**src/rtl/stack_port_arbiter.sv**
```systemverilog
// ---------------------------------------------------------------------------
// stack_port_arbiter
//
// Shares data-memory port A between the pipeline's stack-read path and a
// debug/host requester. The pipeline has priority. A debug request that keeps
// losing to the pipeline is counted, and once it has waited max_wait cycles it
// is forced onto the port for one cycle while the pipeline is stalled. The RAM
// has a 1-cycle synchronous read latency, so every debug access is answered in
// the cycle after its grant (S_DRESP). During that cycle the port goes back to
// the pipeline and any debug request is ignored.
//
// Ports
//   clk          clock
//   rst          synchronous, active-high reset
//   pipe_adr     pipeline stack read address
//   pipe_enable  pipeline wants port A this cycle
//   pipe_stall   pipeline access not issued this cycle (forced debug grant)
//   dbg_req      debug request, held with stable adr/we/wdata until dbg_ack
//   dbg_we       debug access type: 1 = write, 0 = read
//   dbg_adr      debug address
//   dbg_wdata    debug write data
//   dbg_ack      one-cycle completion pulse
//   dbg_rdata    debug read data, valid while dbg_ack = 1
//   mem_adr      RAM port A address
//   mem_enable   RAM port A enable
//   mem_we       RAM port A write enable
//   mem_wdata    RAM port A write data
//   mem_rdata    RAM port A read data, 1 cycle after an enabled read
// ---------------------------------------------------------------------------
module stack_port_arbiter #(
    parameter int data_mem_size_in_bits = 30,
    parameter int max_wait              = 8,
    parameter int cnt_bits              = 4
) (
    input  logic                             clk,
    input  logic                             rst,

    input  logic [data_mem_size_in_bits-1:0] pipe_adr,
    input  logic                             pipe_enable,
    output logic                             pipe_stall,

    input  logic                             dbg_req,
    input  logic                             dbg_we,
    input  logic [data_mem_size_in_bits-1:0] dbg_adr,
    input  logic [31:0]                      dbg_wdata,
    output logic                             dbg_ack,
    output logic [31:0]                      dbg_rdata,

    output logic [data_mem_size_in_bits-1:0] mem_adr,
    output logic                             mem_enable,
    output logic                             mem_we,
    output logic [31:0]                      mem_wdata,
    input  logic [31:0]                      mem_rdata
);

    // Elaboration-time guard on the parameter set: the counter has to be able
    // to hold max_wait, and max_wait has to lie between 1 and 15.
    if (max_wait < 1 || max_wait > 15 || max_wait > (2 ** cnt_bits) - 1) begin : g_bad_params
        $error("stack_port_arbiter: max_wait must be 1..15 and fit in cnt_bits");
    end

    typedef enum logic {
        S_PIPE  = 1'b0,   // port owned by the pipeline, debug may be granted
        S_DRESP = 1'b1    // debug response cycle, port back with the pipeline
    } state_t;

    localparam logic [cnt_bits-1:0] LP_MAX_WAIT = cnt_bits'(max_wait);

    // -----------------------------------------------------------------------
    // State
    // -----------------------------------------------------------------------
    state_t              r_state;
    state_t              w_state_nxt;
    logic [cnt_bits-1:0] r_starve_cnt;
    logic [cnt_bits-1:0] w_starve_cnt_nxt;
    logic                r_dbg_we;        // access type of the granted request
    logic [31:0]         r_dbg_rdata;     // last debug read result

    // -----------------------------------------------------------------------
    // Grant decision
    // -----------------------------------------------------------------------
    logic w_in_pipe;
    logic w_in_dresp;
    logic w_starved_out;
    logic w_grant_dbg;
    logic w_resp_read;

    assign w_in_pipe     = (r_state == S_PIPE);
    assign w_in_dresp    = (r_state == S_DRESP);
    assign w_starved_out = (r_starve_cnt == LP_MAX_WAIT);

    // The pipeline wins unless it is idle or the debug side has waited long
    // enough. Reset masks the grant so nothing reaches the RAM as debug
    // traffic while rst is high.
    assign w_grant_dbg = ~rst & w_in_pipe & dbg_req & (~pipe_enable | w_starved_out);

    // The response cycle carries RAM data straight through for reads. Reset
    // cancels a response that is in progress.
    assign w_resp_read = ~rst & w_in_dresp & ~r_dbg_we;

    // -----------------------------------------------------------------------
    // Next-state and starvation counter
    // -----------------------------------------------------------------------
    // NOTE: every signal assigned in this block gets a default first, so no
    // path leaves it unassigned and no latch is inferred.
    always_comb begin
        w_state_nxt      = r_state;
        w_starve_cnt_nxt = r_starve_cnt;

        unique case (r_state)
            S_PIPE: begin
                if (w_grant_dbg) begin
                    w_state_nxt      = S_DRESP;
                    w_starve_cnt_nxt = '0;
                end else if (dbg_req && !w_starved_out) begin
                    // Lost to the pipeline this cycle. Saturates at max_wait,
                    // which is the level that forces the next grant.
                    w_starve_cnt_nxt = r_starve_cnt + 1'b1;
                end
            end
            S_DRESP: begin
                // Single response cycle. Requests seen here are not counted.
                w_state_nxt = S_PIPE;
            end
            default: begin
                w_state_nxt = S_PIPE;
            end
        endcase
    end

    // NOTE: state is updated with non-blocking assignments so every register
    // samples the values from before the edge, whatever the block order.
    always_ff @(posedge clk) begin
        if (rst) begin
            r_state      <= S_PIPE;
            r_starve_cnt <= '0;
            r_dbg_we     <= 1'b0;
            r_dbg_rdata  <= '0;
        end else begin
            r_state      <= w_state_nxt;
            r_starve_cnt <= w_starve_cnt_nxt;
            if (w_grant_dbg) begin
                r_dbg_we <= dbg_we;
            end
            if (w_resp_read) begin
                r_dbg_rdata <= mem_rdata;
            end
        end
    end

    // -----------------------------------------------------------------------
    // Port A mux
    // -----------------------------------------------------------------------
    always_comb begin
        if (w_grant_dbg) begin
            mem_adr    = dbg_adr;
            mem_enable = 1'b1;
            mem_we     = dbg_we;
            mem_wdata  = dbg_wdata;
        end else begin
            // The pipeline only reads through this port.
            mem_adr    = pipe_adr;
            mem_enable = pipe_enable;
            mem_we     = 1'b0;
            mem_wdata  = '0;
        end
    end

    // A stall is only needed when debug takes the port from a live pipeline
    // access, which is the forced-grant case.
    assign pipe_stall = w_grant_dbg & pipe_enable;

    // -----------------------------------------------------------------------
    // Debug response
    // -----------------------------------------------------------------------
    // The ack comes from the state register. It is gated by rst so that a
    // reset arriving in the response cycle removes the pulse in that same
    // cycle.
    assign dbg_ack   = w_in_dresp & ~rst;

    // Reads show the RAM output during the ack cycle and keep it afterwards.
    // A write leaves the previous read result in place.
    assign dbg_rdata = w_resp_read ? mem_rdata : r_dbg_rdata;

endmodule

```
**config.mk**
```make
export PLATFORM = sky130hd
export DESIGN_NAME = stack_port_arbiter
export DESIGN_NICKNAME = d
export VERILOG_FILES = /design/src/rtl/stack_port_arbiter.sv
export SDC_FILE = /design/constraint.sdc
export NUM_CORES = 1
export LEC_CHECK = 0
export CORE_AREA = 2 2 91 85
export CTS_BUF_LIST = sky130_fd_sc_hd__clkbuf_8
export CTS_CLUSTER_SIZE = 40
export DETAILED_ROUTE_END_ITERATION = 10
export DIE_AREA = 0 0 93 87
export GPL_ROUTABILITY_DRIVEN = 0
export HOLD_SLACK_MARGIN = 0.03
export PLACE_DENSITY_LB_ADDON = 0.25
export SYNTH_ARGS = -nofsm -noshare
export SYNTH_HDL_FRONTEND = slang
export SYNTH_SLANG_ARGS = --single-unit
```
**constraint.sdc**
```tcl
create_clock -name clk -period 4.85 [get_ports clk]
set_input_delay 0.7275 -clock clk [delete_from_list [all_inputs] [get_ports clk]]
set_output_delay 0.7275 -clock clk [all_outputs]
set_load 0.02 [all_outputs]
```
==> flow_metrics.py <==
metrics = {
    "layout": {
        "multiInputGateArea_mm2": 0.00135,
        "nNetsFinal": 563,
        "area_delta_synth_final_pct": 109,
        "antenna_cells": 0,
        "fin_util_pct": 64.3,
        "fin_area_mm2": 0.00463,
        "ff_latch_area_um2": 761,
        "filler_cell_count": 603,
        "drive_above_1_share_pct": 17.4,
    },
    "critical_path": {
        "cp_cell_sequence": "clkdlybuf4s50_1, nand2b_1, a211oi_4, buf_4, mux2_2, clkdlybuf4s50_1",
        "cp_num_cells": 6,
        "worstPathMaxFanout": 66,
        "r2r_cells": 6,
        "critical_path_class": "in2out",
        "cp-startpoint": "dbg_req",
        "required_ps": 4120,
        "end_kind": "primary output",
        "crit_path_frequent_cell": "clkdlybuf4s50_1",
        "arrival_ps": 3150,
        "r2r-end": "r_dbg_we$_SDFFE_PP0N_",
        "cp_slowest_cell": "clkdlybuf4s50_1",
        "endpoint": "mem_adr[12]",
        "critPathBufInv": 3,
        "start_kind": "input port",
        "crit_family": "buffers and inverters",
        "critPathMaxStageDelay_ps": 560,
        "rrSetupSlack_ps": 3080,
        "r2r_start": "r_starve_cnt[0]$_SDFFE_PP0P_",
    },
    "route": {
        "routed_wl_um": 7790,
        "ant_nets": 0,
        "drt-initial-drc-count": 27,
        "avgRoutedWirePerCell_um": 14.7,
        "viasPerCell": 4.43,
        "drcViolationCount": 0,
        "vias": 2337,
        "firstDrtPassIters": 4,
    },
    "sta": {
        "drv_slew": 0,
        "fin_crit_sh_pct": 79.9,
        "fmax_ghz": 0.258,
        "tns_ps": 0,
        "finalSetupViolCount": 0,
        "skew_ps": 4.79,
        "rsz0062_at_grt": "false",
        "worst_pin_slew_ps": 616,
        "hold_violations": 0,
        "fin_crit_ps": 3880,
        "timing.slew.headroom_pct": 58.9,
    },
    "cts": {
        "cts_buffer_depth": 2,
        "cts-root-buf": "clkbuf_8",
        "ctsResizeCount": 0,
        "cts_made_buffers": 5,
        "htreeDepth": 2,
        "clkTransAtPathRegs_ps": 70,
        "clk_latency_ps": 280,
        "cts_tree": "built",
        "post_cts_buffers": 0,
        "postCtsHoldBufs": 0,
        "clkSinkCount": 38,
    },
    "synth": {
        "syn_nets": 342,
        "async_reset_ff_share_pct": 0,
        "synth_edf_count": 0,
        "synth_cell_types": 25,
        "mappedNetlistArea_mm2": 0.00222,
        "synthFlopType": "dfxtp_1",
        "ys_ff_latch": 38,
        "synthCells": 211,
        "post_synth.cell_area_avg_um2": 10.5,
        "yosysWarnings": 0,
        "synth.yosys.seq_area_share_pct": 34.3,
    },
    "hold_path": {
        "worstHoldStart": "r_starve_cnt[0]$_SDFFE_PP0P_",
        "hold_path_class": "reg2reg",
    },
    "job": {
        "maxCapViolations": 0,
    },
    "floorplanning": {
        "start_util_pct": 30.8,
        "ios": 227,
        "die_w_um": 93,
        "die_h_um": 87,
        "die_area_mm2": 0.00809,
        "fp-row-count": 30,
        "core_mm2": 0.00721,
    },
    "global_routing": {
        "grt_start_max_net_pins": 67,
        "grt_pass1_wl_um": 11500,
        "grt_pass1_vias": 2260,
        "gr-total-overflow": 0,
        "grt_use_total_pct": 18.1,
        "antenna_found_initial": 0,
    },
    "power_and_ir_drop": {
        "p_per_area_mw_per_mm2": 188,
        "p_leak_nw": 1.77,
        "worst_ir_drop_vdd_uv": 95.1,
    },
    "placement": {
        "io_buffers": 226,
        "place_hpwl_um": 6440,
        "placed_cell_area_mm2": 0.00452,
    },
    "run_status": {
        "status": "finished, final reports clean",
    },
}
-- sequential cells by signal, indices dropped and copies added (netlist names) --
name	count
r_dbg_rdata	32
r_dbg_we	1
r_starve_cnt	4
r_state	1
-- power breakdown --
group / switching, W / internal, W
registers: 0.00000260 / 0.000319
logic: 0.000104 / 0.000183
clock network: 0.0000990 / 0.000164
-- cell usage after synthesis (3+ instances only) --
cell type	count	share of area [%]
mux2_2	58	29
dfxtp_1	38	34
nor2b_1	36	10
and2_1	34	9.6
clkbuf_1	5	0.85
a21oi_1	4	0.90
buf_6	4	2.0
mux2_4	4	2.7
buf_4	3	1.0
nand2_1	3	0.51
nand4_1	3	0.85
-- worst min path at each step --
| stage | endpoint | slack [ps] | cells after the start |
|---|---|---|---|
| after floorplan | r_dbg_we$_SDFFE_PP0N_ | 450 | 2 |
| after global placement | r_starve_cnt[0]$_SDFFE_PP0P_ | 480 | 2 |
| after detailed placement | r_starve_cnt[0]$_SDFFE_PP0P_ | 490 | 2 |
| after CTS | r_starve_cnt[0]$_SDFFE_PP0P_ | 500 | 2 |
| after global routing | r_starve_cnt[0]$_SDFFE_PP0P_ | 530 | 2 |
| final | r_starve_cnt[0]$_SDFFE_PP0P_ | 500 | 2 |
-- layout by cell type, fill, tap and decap left out --
master / Yosys / final
nor2b_1: 36 / 36
clkdlybuf4s50_1: 0 / 226
ha_1: 2 / 2
bufinv_16: 0 / 1
mux2_2: 58 / 58
buf_4: 3 / 3
nand4b_1: 2 / 2
clkbuf_8: 0 / 6
nand3b_4: 1 / 1
and3_1: 1 / 1
nand2b_1: 2 / 2
inv_1: 2 / 2
o21ai_0: 1 / 1
mux2_4: 4 / 4
nor3b_4: 0 / 1
a31oi_1: 1 / 1
and2_1: 34 / 34
nand2_1: 3 / 3
a211oi_4: 0 / 1
o21bai_1: 1 / 1
o2bb2ai_1: 1 / 1
nand4_1: 3 / 3
dfxtp_1: 38 / 38
a21oi_1: 4 / 4
-- stage by stage --
stage          worst slack (ps)  hold WS [ps]  instances  total power, W
6_report                    974           502        528        0.000871
4_1_cts                     939           503        528        0.000886
3_5_place_dp                955           492        521        0.000616
2_1_floorplan              2330           455        211        0.000440
3_3_place_gp                982           483        521        0.000614
5_1_grt                     819           533        528        0.000910
-- area by class of cell --
cell class	count	area share (%)
timing repair buffer	229	49.3
multi-input combinational	156	29.1
sequential	38	16.4
tap	96	2.59
clock buffer	6	1.78
clock inverter	1	0.648
inverter	2	0.162
-- worst reg2reg max path: cells and delay by family (launching register included) --
kind / cells / cell delay, ps
fa+ha+maj: 1 / 190
buf+inv: 2 / 610
compound gates: 2 / 440
simple gates: 1 / 130
flops: 1 / 340
-- layer usage --
metal | share of wire (%) | track usage [%]
met5 | 0 | 0
met4 | 1.7 | 5.21
met3 | 10 | 6.84
met2 | 51 | 33.3
met1 | 37 | 19.5
-- logic make-up after synthesis --
group	share of synthesized area, %
compound gates	2.71
fa+ha+maj	1.13
buf+inv	5.58
flops	34.3
mux	32.1
simple gates	24.2
(Power assumes the default switching activity.)
